<file path="config.mk">
export PLATFORM = sky130hd
export DESIGN_NAME = ql_clkmux_ctrl
export DESIGN_NICKNAME = d
export VERILOG_FILES = /design/src/rtl/ql_clkmux_pkg.sv /design/src/rtl/ql_cyc_timer.sv /design/src/rtl/ql_clkmux_ctrl.sv
export SDC_FILE = /design/constraint.sdc
export NUM_CORES = 1
export LEC_CHECK = 0
export CORE_ASPECT_RATIO = 0.75
export CORE_MARGIN = 10
export CORE_UTILIZATION = 55
export DETAILED_ROUTE_END_ITERATION = 6
export PLACE_DENSITY = 0.83
export SETUP_SLACK_MARGIN = 0.3
export SLEW_MARGIN = 0
export SYNTH_ARGS = -nofsm -noshare
export SYNTH_HDL_FRONTEND = slang
export SYNTH_HIERARCHICAL = 1
export SYNTH_SLANG_ARGS = --single-unit
export TNS_END_PERCENT = 20
</file>
<file path="constraint.sdc">
create_clock -name CLK_i -period 6.63 [get_ports CLK_i]
set_input_delay 1.326 -clock CLK_i [delete_from_list [all_inputs] [get_ports CLK_i]]
set_output_delay 1.326 -clock CLK_i [all_outputs]
set_load 0.01 [all_outputs]
</file>
<file path="src/rtl/ql_clkmux_pkg.sv">
// Shared definitions for the BRAM clock-select controller: select codes,
// FSM states and the request legality rule.
package ql_clkmux_pkg;

  // A-port codes
  localparam int SEL_OWN     = 0;  // own CLK_A / own CLK_B
  localparam int SEL_PL      = 1;  // preload clock
  localparam int SEL_CAS_A   = 2;  // ch0 CLK_A, non-split cascade
  localparam int SEL_A_ILLEG = 3;
  // B-port codes
  localparam int SEL_SYNC    = 1;  // own CLK_A, sync FIFO
  localparam int SEL_CAS_B   = 2;  // ch0 CLK_B (3 selects ch0 CLK_A)
  localparam int SEL_CAS_BA  = 3;

  typedef enum logic [1:0] {IDLE, GATE, SETTLE, RELEASE} state_e;

  // Channel 0 is the cascade source, so it cannot itself select a cascade clock.
  function automatic logic is_legal(input int ch, input int a, input int b);
    if (a >= SEL_A_ILLEG || b > SEL_CAS_BA) return 1'b0;
    if (ch == 0 && (a >= SEL_CAS_A || b >= SEL_CAS_B)) return 1'b0;
    return 1'b1;
  endfunction

endpackage

</file>
<file path="src/rtl/ql_cyc_timer.sv">
// Loadable down-counter with a zero flag; holds at zero until reloaded.
module ql_cyc_timer #(
  parameter int W = 2
) (
  input  logic         clk,
  input  logic         rst,
  input  logic         load,
  input  logic         dec,
  input  logic [W-1:0] load_val,
  output logic         zero
);

  logic [W-1:0] cnt;

  // NOTE: sequential state uses non-blocking assignments so every flop samples pre-edge values.
  always_ff @(posedge clk) begin
    if (rst)                  cnt <= '0;
    else if (load)            cnt <= load_val;
    else if (dec && cnt != '0) cnt <= cnt - W'(1);
  end

  assign zero = (cnt == '0);

endmodule

</file>
<file path="src/rtl/ql_clkmux_ctrl.sv">
// Per-channel BRAM clock-select owner: gates CKE, waits a guard time,
// commits new select codes, waits a settle time, then re-enables.
module ql_clkmux_ctrl
  import ql_clkmux_pkg::*;
#(
  parameter int NCH        = 2,
  parameter int SEL_W      = 2,
  parameter int GUARD_CYC  = 4,
  parameter int SETTLE_CYC = 2
) (
  input  logic                    CLK_i,
  input  logic                    RST_i,
  input  logic                    SCAN_MODE_i,
  input  logic                    REQ_VALID_i,
  output logic                    REQ_READY_o,
  input  logic [$clog2(NCH)-1:0]  REQ_CH_i,
  input  logic [SEL_W-1:0]        REQ_A_SEL_i,
  input  logic [SEL_W-1:0]        REQ_B_SEL_i,
  output logic [NCH-1:0]          CKE_A_o,
  output logic [NCH-1:0]          CKE_B_o,
  output logic [NCH*SEL_W-1:0]    A_SEL_o,
  output logic [NCH*SEL_W-1:0]    B_SEL_o,
  output logic                    BUSY_o,
  output logic                    DONE_o,
  output logic                    ERR_o
);

  localparam int CH_W = $clog2(NCH);
  localparam int MAXC = (GUARD_CYC > SETTLE_CYC) ? GUARD_CYC : SETTLE_CYC;
  localparam int TW   = $clog2(MAXC + 1);
  // SETTLE lasts SETTLE_CYC-1 cycles; RELEASE is the final low-CKE cycle.
  localparam logic [TW-1:0] GUARD_LD  = TW'(GUARD_CYC - 1);
  localparam logic [TW-1:0] SETTLE_LD = TW'((SETTLE_CYC > 1) ? SETTLE_CYC - 2 : 0);

  state_e                       state_q;
  logic [NCH-1:0][SEL_W-1:0]    a_sel_q, b_sel_q;
  logic [NCH-1:0]               cke_a_q, cke_b_q;
  logic                         done_q, err_q;
  logic [CH_W-1:0]              pend_ch;
  logic [SEL_W-1:0]             pend_a, pend_b;

  logic                         ready, req_legal, req_null;
  logic [NCH-1:0]               gate_set;
  logic                         tmr_load, tmr_dec, tmr_zero;
  logic [TW-1:0]                tmr_val;

  assign ready = (state_q == IDLE) && !SCAN_MODE_i;

  // NOTE: every always_comb output gets a default first so no latch is inferred.
  always_comb begin
    req_legal = (int'(REQ_CH_i) < NCH) &&
                is_legal(int'(REQ_CH_i), int'(REQ_A_SEL_i), int'(REQ_B_SEL_i));
    req_null  = req_legal && (a_sel_q[REQ_CH_i] == REQ_A_SEL_i) &&
                (b_sel_q[REQ_CH_i] == REQ_B_SEL_i);
    gate_set  = '0;
    for (int n = 0; n < NCH; n++) begin
      if (CH_W'(n) == REQ_CH_i ||
          (REQ_CH_i == '0 && (a_sel_q[n] >= SEL_W'(SEL_CAS_A) ||
                              b_sel_q[n] >= SEL_W'(SEL_CAS_B))))
        gate_set[n] = 1'b1;
    end
  end

  always_comb begin
    tmr_load = 1'b0;
    tmr_val  = GUARD_LD;
    tmr_dec  = (state_q == GATE) || (state_q == SETTLE);
    if (ready && REQ_VALID_i && req_legal && !req_null) begin
      tmr_load = 1'b1;
    end else if (state_q == GATE && tmr_zero && !SCAN_MODE_i) begin
      tmr_load = 1'b1;
      tmr_val  = SETTLE_LD;
    end
  end

  ql_cyc_timer #(.W(TW)) u_timer (
    .clk      (CLK_i),
    .rst      (RST_i),
    .load     (tmr_load),
    .dec      (tmr_dec),
    .load_val (tmr_val),
    .zero     (tmr_zero)
  );

  always_ff @(posedge CLK_i) begin
    if (RST_i) begin
      state_q <= IDLE;
      a_sel_q <= '0;
      b_sel_q <= '0;
      cke_a_q <= '1;
      cke_b_q <= '1;
      done_q  <= 1'b0;
      err_q   <= 1'b0;
      pend_ch <= '0;
      pend_a  <= '0;
      pend_b  <= '0;
    end else begin
      done_q <= 1'b0;
      if (SCAN_MODE_i) begin
        // Abort: anything already committed stays, the pending change is dropped.
        state_q <= IDLE;
        cke_a_q <= '1;
        cke_b_q <= '1;
      end else begin
        case (state_q)
          IDLE: if (REQ_VALID_i) begin
            if (!req_legal) begin
              err_q <= 1'b1;
            end else if (req_null) begin
              done_q <= 1'b1;
            end else begin
              state_q <= GATE;
              cke_a_q <= cke_a_q & ~gate_set;
              cke_b_q <= cke_b_q & ~gate_set;
              pend_ch <= REQ_CH_i;
              pend_a  <= REQ_A_SEL_i;
              pend_b  <= REQ_B_SEL_i;
            end
          end
          GATE: if (tmr_zero) begin
            a_sel_q[pend_ch] <= pend_a;
            b_sel_q[pend_ch] <= pend_b;
            state_q <= (SETTLE_CYC > 1) ? SETTLE : RELEASE;
          end
          SETTLE: if (tmr_zero) state_q <= RELEASE;
          RELEASE: begin
            cke_a_q <= '1;
            cke_b_q <= '1;
            done_q  <= 1'b1;
            state_q <= IDLE;
          end
          default: state_q <= IDLE;
        endcase
      end
    end
  end

  assign REQ_READY_o = ready;
  assign CKE_A_o     = SCAN_MODE_i ? '1 : cke_a_q;
  assign CKE_B_o     = SCAN_MODE_i ? '1 : cke_b_q;
  assign A_SEL_o     = SCAN_MODE_i ? '0 : a_sel_q;
  assign B_SEL_o     = SCAN_MODE_i ? '0 : b_sel_q;
  assign BUSY_o      = (state_q != IDLE);
  assign DONE_o      = done_q;
  assign ERR_o       = err_q;

endmodule

</file>
* Word-level counts from Yosys, hierarchy flattened
Cells that the tools add are included.
** Word-level totals
- Latch bits :: 0
- RAM bits :: 0
- Bits in registers :: 24
- Output and inout bits :: 16
- Memories kept :: 0
- Bits in read-only memories :: 0
- Input bits :: 9
** Operators by class
- Reduce and logical (&&, ||, !) cells :: 33
- Multiplexer cells :: 45
- $lt $le $gt $ge :: 10
- Bitwise logic cells :: 8
- Eq/ne operators :: 10
- Add/sub/neg operators :: 1
- Divide/modulo/power cells :: 0
- $mul :: 0
- Shift operators :: 0
** Operators by type and width (count)
- 2-bit two-way mux :: 20
- 2-bit >= comparator (second input constant) :: 7
- 1-bit two-way mux :: 14
- 1-bit logical AND :: 13
- 2-bit inequality test (second input constant) :: 5
- 5-bit AND reduction :: 2
- 4-bit bitwise mux :: 2
- 4-bit two-way mux :: 2
- 2-bit case mux with 2 select lines :: 2
- 2-bit case mux with 4 select lines :: 1
- 4-bit AND reduction :: 2
- 1-bit logical OR :: 6
- 3-bit two-way mux :: 2
- 2-bit nonzero test :: 3
- 1-bit NOT :: 5
- 2-bit bitwise AND :: 2
- 2-bit equality test :: 2
- 2-bit equality test (second input constant) :: 2
- 1-bit by 2-bit less-than comparator with 1-bit output (second input constant) :: 2
- 3-bit logical NOT :: 1
- 3-bit AND reduction :: 1
- 3-bit nonzero test :: 1
- 3-bit by 1-bit subtractor with 3-bit output (second input constant) :: 1
- 2-bit demux with 1-bit select :: 1
- 7 further kinds :: 8

* Longest topological paths before layout
Gate-level depths: netlist of run 1.
- Word-level depth :: 13
- Depth in mapped cells :: 9

* Cells and area by module
The synthesis of run 1 kept the hierarchy.
** Modules (own cells, without submodules)
- ql_clkmux_ctrl :: instances 1, cells an instance 133, sequential area each 420.4 µm², area an instance 1167.4 µm²
- ql_cyc_timer :: instances 1, cells an instance 21, sequential area each 60.1 µm², area an instance 182.7 µm²

* Worst setup path before layout of run 1
No wires, ideal clock.
- Path kind :: input-to-output
- Start :: input SCAN_MODE_i
- End :: output CKE_A_o[0]
- Data required time :: 5.304 ns
- Setup slack :: 3.269 ns
- Cell stages on the path :: 3
- Data arrival time :: 2.035 ns
- Path buffers :: 2
- Path through :: clkbuf_1 > clkbuf_1 > or2_2
** On the way
- Cells in the longest elaborated chain, start to end :: 1
** Ends and longest elaborated chain
- from (decl) :: RTL line ql_clkmux_ctrl.sv:13 : input logic SCAN_MODE_i,
- 2-bit two-way mux :: RTL line ql_clkmux_ctrl.sv:139 : assign CKE_A_o = SCAN_MODE_i ? '1 : cke_a_q;
- to (decl) :: RTL line ql_clkmux_ctrl.sv:19 : output logic [NCH-1:0] CKE_A_o,
Every way passes these cells.

* Final worst setup path of run 1
Ends and elaborated chain as after synthesis.

==> impl_metrics.env, run 1 <==
export IMPL_status="finished clean"
export IMPL_slew_headroom_pct=46.7
export IMPL_hold_depth=1
export IMPL_cts_tree="built"
export IMPL_clock_fmax_mhz=232
export IMPL_hold_ws_ps=465
export IMPL_ff2ff_setup_slack_ps=4370
export IMPL_p_clk_share_pct=27.4
export IMPL_intPower_uw=207
export IMPL_cts_setup_buffers=0
export IMPL_cts_made_buffers=3
export IMPL_synth_fp_nets=170
export IMPL_port_buffers=24
export IMPL_final_antenna_net_count=0
export IMPL_finalHoldViolCount=0
export IMPL_clkSinkCount=24
export IMPL_core_area_um2=2330
export IMPL_p_leak_uw=0.000600
export IMPL_synth_commonest_cells="24 x dfxtp_1, 16 x nand2_1, 14 x mux2i_1"
export IMPL_max_cap_violations=0
export IMPL_ios=25
export IMPL_yosys_warnings=6
export IMPL_cp_start_kind="input port"
export IMPL_clkTransAtPathRegs_ps=130
export IMPL_clock_latency_ps=310
export IMPL_hpwl_um=2380
export IMPL_synth_edf_count=0
export IMPL_rsz0062_at_grt="false"
export IMPL_postCtsHoldBufs=0
export IMPL_slew_viol_final=0
export IMPL_syn_area_um2=1350
export IMPL_crit_arrival_ps=2980
export IMPL_seqPwrFrac_pct=54.6
export IMPL_reg2reg_from="b_sel_q[3]"
export IMPL_overflow=0
export IMPL_drt_iter0_drc=63
export IMPL_synth_top_cell_area_share_pct=35.6
export IMPL_critPathMaxFanout=20
export IMPL_avgSynthCellArea_um2=8.77
export IMPL_die_x_um=77.2
export IMPL_setup_violations_final=0
export IMPL_grt_pass1_wl_um=5110
export IMPL_min_from="cke_a_q[1]"
export IMPL_setup_tns_ps=0
export IMPL_power_frac_comb_pct=18.0
export IMPL_gp_congestion=0.843
export IMPL_route_detailed_drc=0
export IMPL_hold_class="reg -> reg"
export IMPL_antenna_found_initial=0
export IMPL_routed_wl_um=2920
export IMPL_synth_top_flop_cell="dfxtp_1"
export IMPL_syn_to_final_growth_pct=21.7
export IMPL_die_h_um=62.9
export IMPL_grt_max_degree=25
export IMPL_required_ps=5300
export IMPL_yosys_register_bits=24
export IMPL_first_pass_iters=4
export IMPL_grt_pass1_vias=1142
export IMPL_synth_most_common_cell="dfxtp_1"
export IMPL_synth_cell_types=32
export IMPL_hold_end="cke_a_q[1]"
export IMPL_finalCritPeriodShare_pct=65.0
export IMPL_die_area_um2=4860
export IMPL_via_per_inst=5.22
export IMPL_tightest_slew_ps=794
export IMPL_period_needed_ps=4310
export IMPL_p_switching_uw=71.7
export IMPL_initial_utilization_pct=58.0
export IMPL_yosysTopAreaCell="dfxtp_1"
export IMPL_reg2reg_to="u_timer/cnt[2]"
export IMPL_cts_buffer_depth=2
export IMPL_drive_gt1_share_pct=7.34
export IMPL_antennaDiodeCount=0
export IMPL_ir_drop_v=0.000101
export IMPL_ctsResizeCount=0
export IMPL_switching_share_pct=25.8
export IMPL_worstSetupEndpointType="primary output"
export IMPL_seq_area_frac_synth_pct=35.6
export IMPL_grtUsageTotal_pct=12.3
export IMPL_postSynth_asyncResetShare_pct=0
export IMPL_num_vias=1102
export IMPL_wire_per_inst_um=13.9
export IMPL_cts_root_buffer="clkbuf_4"
export IMPL_cellPowerDensity_nw_per_um2=169
export IMPL_worstSetupPathType="in -> out"
export IMPL_final_nets=194
export IMPL_finClkSkew_ps=5.74
export IMPL_rows=15
export IMPL_htree_levels=1
export IMPL_synthCells=154
export IMPL_rr_worst_depth=7
export IMPL_synth_area_top_cells="dfxtp_1 36%, mux2i_1 10%, ha_1 6.5%"
## power by group through the flow
stage	Sequential, µW	Combinational [µW]	Clock [µW]
after floorplan	154	34.2	0
after global placement	155	47.7	0
after detailed placement	155	50.3	0
after CTS	152	50.4	78.7
after global routing	153	55.2	84.8
final	152	49.9	76.3
## stage by stage
stage | total power, µW | area, µm² | instances | setup slack [ps] | utilization, %
after floorplan | 189 | 1350 | 154 | 3270 | -
after global placement | 203 | 1610 | 207 | 2320 | 69.0
after detailed placement | 205 | 1610 | 207 | 2300 | 69.0
after CTS | 281 | 1640 | 211 | 2300 | 70.6
after global routing | 293 | 1640 | 211 | 2190 | 70.6
final | 278 | 1640 | 211 | 2320 | 70.6
## cells in the final DEF (no fill, tap or decap), drive strengths merged
master,count
nor2b,10
o21bai,1
xnor2,5
nand2b,12
nand3b,3
o311ai,1
dfxtp,24
clkdlybuf4s50,24
and3,1
nand3,4
or2,4
o21a,2
clkbuf,4
mux2i,14
nor4,1
a21o,4
ha,7
a21oi,7
conb,1
a22oi,1
o21ai,2
or3,2
a31oi,3
inv,7
o41ai,1
or4,1
nor3,4
a21boi,1
nand2,16
nor2,10
## sequential cells by signal (all words and copies together) (netlist names)
register	flops
a_sel_q	4
b_sel_q	4
u_timer/cnt	3
cke_a_q	2
cke_b_q	2
pend_a	2
pend_b	2
state_q	2
DONE_o	1
ERR_o	1
pend_ch	1
## critical path: stages
cell	delay (ps)
clkdlybuf4s50_1	740
or2_2	440
clkdlybuf4s50_1	480
## how the worst max path moves through the flow
| stage | start | end | slack, ps |
|---|---|---|---|
| after floorplan | SCAN_MODE_i | CKE_A_o[0] | 3270 |
| after global placement | SCAN_MODE_i | CKE_A_o[1] | 2320 |
| after detailed placement | SCAN_MODE_i | CKE_A_o[0] | 2300 |
| after CTS | SCAN_MODE_i | CKE_A_o[0] | 2300 |
| after global routing | SCAN_MODE_i | CKE_A_o[0] | 2190 |
| final | SCAN_MODE_i | CKE_A_o[0] | 2320 |
## cell type report
type / instances / area (µm²)
multi-input cells: 118 / 817
fillers: 212 / 684
flip-flops and latches: 24 / 480
repair buffers: 24 / 240
well taps: 34 / 42.5
clock buffers: 4 / 36.3
inverters: 7 / 26.3
## cell families (layout without fill, tap and decap cells)
logic type	Yosys count	in the layout	synth area share, %
simple gates	68	68	27.5
flops	24	24	35.6
compound gates	23	23	12.6
mux	14	14	10.4
buf+inv	12	35	3.89
fa+ha+maj	7	7	6.49
xor+xnor	5	5	3.24
other cells	1	1	0.278
## metal layers
| metal | GRT usage (%) | vias up | wire [µm] |
|---|---|---|---|
| met3 | 5.46 | 2 | 220 |
| met1 | 14.1 | 508 | 1310 |
| met5 | 0 | - | 0 |
| met4 | 0.909 | 0 | 8 |
| met2 | 21.3 | 25 | 1390 |
| li1 | - | 567 | - |
No activity file was read; power rests on OpenSTA's default activity.
==> inputs of run 2 (changes only) <==
--- a/config.mk
+++ b/config.mk
@@ -7,9 +7,9 @@
 export LEC_CHECK = 0
 export CORE_ASPECT_RATIO = 0.75
 export CORE_MARGIN = 10
-export CORE_UTILIZATION = 55
+export CORE_UTILIZATION = 51
 export DETAILED_ROUTE_END_ITERATION = 6
-export PLACE_DENSITY = 0.83
+export PLACE_DENSITY = 0.78
 export SETUP_SLACK_MARGIN = 0.3
 export SLEW_MARGIN = 0
 export SYNTH_ARGS = -nofsm -noshare
==> constraint.sdc (replaced) <==
create_clock -name CLK_i -period 4.3 [get_ports CLK_i]
set_input_delay 0.86 -clock CLK_i [delete_from_list [all_inputs] [get_ports CLK_i]]
set_output_delay 0.86 -clock CLK_i [all_outputs]
set_load 0.01 [all_outputs]
==> run 2 against run 1 <==
Net effect: register-to-register slack got worse by 2300 ps; flip-flop and latch count did not move; global-route usage is 0.23 points lower; sequential share of layout area grew 0.067 points; final cell count rose by 0.95%; critical path depth unchanged.
==> impl_metrics.env, run 2 (synthesized netlist as in run 1, its figures left out) <==
export IMPL_clkSinkCount=24
export IMPL_routed_wl_um=2980
export IMPL_slew_headroom_pct=42.2
export IMPL_rows=16
export IMPL_drive_gt1_share_pct=7.34
export IMPL_finClkSkew_ps=1.54
export IMPL_final_nets=195
export IMPL_cts_setup_buffers=0
export IMPL_cellPowerDensity_nw_per_um2=250
export IMPL_grt_max_degree=25
export IMPL_max_cap_violations=0
export IMPL_antenna_found_initial=0
export IMPL_slew_viol_final=0
export IMPL_top_regs="a_sel_q (4), b_sel_q (4), u_timer/cnt (3)"
export IMPL_num_vias=1100
export IMPL_fillers=239
export IMPL_core_area_um2=2560
export IMPL_antennaDiodeCount=0
export IMPL_grtUsageTotal_pct=12.1
export IMPL_grt_pass1_vias=1077
export IMPL_power_total_uw=409
export IMPL_finalHoldViolCount=0
export IMPL_grt_pass1_wl_um=5060
export IMPL_finalCritPeriodShare_pct=80.1
export IMPL_syn_to_final_growth_pct=21.4
export IMPL_ir_drop_v=0.000163
export IMPL_cts_tree="built"
export IMPL_ios=25
export IMPL_hold_depth=1
export IMPL_cts_root_buffer="clkbuf_4"
export IMPL_tightest_slew_ps=860
export IMPL_hold_end="cke_a_q[0]"
export IMPL_status="finished clean"
export IMPL_worstSetupPathType="in -> out"
export IMPL_route_detailed_drc=0
export IMPL_hold_class="reg -> reg"
export IMPL_rsz0062_at_grt="false"
export IMPL_setup_tns_ps=0
export IMPL_via_per_inst=5.16
export IMPL_ctsResizeCount=0
export IMPL_cts_buffer_depth=2
export IMPL_rr_worst_depth=7
export IMPL_min_from="cke_a_q[0]"
export IMPL_cp_start_kind="input port"
export IMPL_port_buffers=24
export IMPL_overflow=0
export IMPL_period_needed_ps=3440
export IMPL_postCtsHoldBufs=0
export IMPL_post_route_util_pct=64.0
export IMPL_clock_latency_ps=310
export IMPL_crit_family="buffers and inverters"
export IMPL_critPathMaxFanout=20
export IMPL_setup_violations_final=0
export IMPL_drt_iter0_drc=69
export IMPL_gp_congestion=0.846
export IMPL_critPathBufInv=2
export IMPL_p_leak_uw=0.000597
export IMPL_final_antenna_net_count=0
export IMPL_cts_made_buffers=3
export IMPL_cpPeakStageDelay_ps=780
export IMPL_crit_arrival_ps=2580
export IMPL_die_h_um=64.6
export IMPL_initial_utilization_pct=52.7
export IMPL_layout_common_cells="24 x dfxtp_1, 24 x clkdlybuf4s50_1, 16 x nand2_1, 14 x mux2i_1, 11 x nand2b_1"
export IMPL_crit_chain="clkdlybuf4s50_1 -> or2_2 -> clkdlybuf4s50_1"
export IMPL_die_area_um2=5130
export IMPL_htree_levels=1
export IMPL_place_area_um2=1620
export IMPL_clkTransAtPathRegs_ps=120
export IMPL_reg2reg_to="u_timer/cnt[1]"
export IMPL_ff2ff_setup_slack_ps=2070
export IMPL_required_ps=3440
export IMPL_crit_path_top_delay_cell="clkdlybuf4s50_1"
export IMPL_wire_per_inst_um=14.0
export IMPL_final_area_um2=1640
export IMPL_die_x_um=79.4
export IMPL_clock_fmax_mhz=291
export IMPL_worstSetupEndpointType="primary output"
export IMPL_first_pass_iters=4
export IMPL_reg2reg_from="b_sel_q[3]"
export IMPL_cp_common_cell="clkdlybuf4s50_1"
export IMPL_hpwl_um=2380
-- run 2: report_power, final --
part	switching [µW]	total (µW)	internal, µW
Clock	64.8	97.6	32.8
Combinational	40.0	77.7	37.8
Sequential	4.94	234	229
-- run 2: worst register-to-register path, delay by kind of cell (launching register included) --
family | cells | cell delay, ps
simple gates | 3 | 1150
compound gates | 3 | 470
flops | 1 | 410
xor+xnor | 1 | 140
-- run 2: cell type report --
class	instances	area (µm²)	share of cell area [%]
Multi-Input combinational cell	118	817	49.8
Inverter	7	26.3	1.60
Clock buffer	3	22.5	1.37
Timing Repair Buffer	25	248	15.1
Sequential cell	24	480	29.3
Tap cell	36	45.0	2.75
-- run 2: per-layer routing --
layer	vias up	track usage (%)	share of wire, %
li1	569	-	-
met1	510	14.8	46
met2	19	19.3	47
met3	2	4.96	6.7
met4	0	2.68	0.70
met5	-	0	0
-- run 2: worst max-delay path by stage --
stage | start | to | slack (ps) | depth (start not counted)
final | SCAN_MODE_i | CKE_A_o[1] | 860 | 3
after global routing | SCAN_MODE_i | CKE_A_o[1] | 740 | 3
after CTS | SCAN_MODE_i | CKE_A_o[1] | 840 | 3
after detailed placement | REQ_CH_i | u_timer/cnt[1] | 840 | 8
after global placement | SCAN_MODE_i | CKE_B_o[0] | 860 | 3
after floorplan | REQ_CH_i | u_timer/cnt[1] | 1630 | 8
-- run 2: through the flow --
stage	cells	hold slack (ps)	setup slack [ps]
2_1_floorplan	154	419	1630
3_3_place_gp	210	426	855
3_5_place_dp	210	431	837
4_1_cts	213	462	840
5_1_grt	213	484	735
6_report	213	459	858
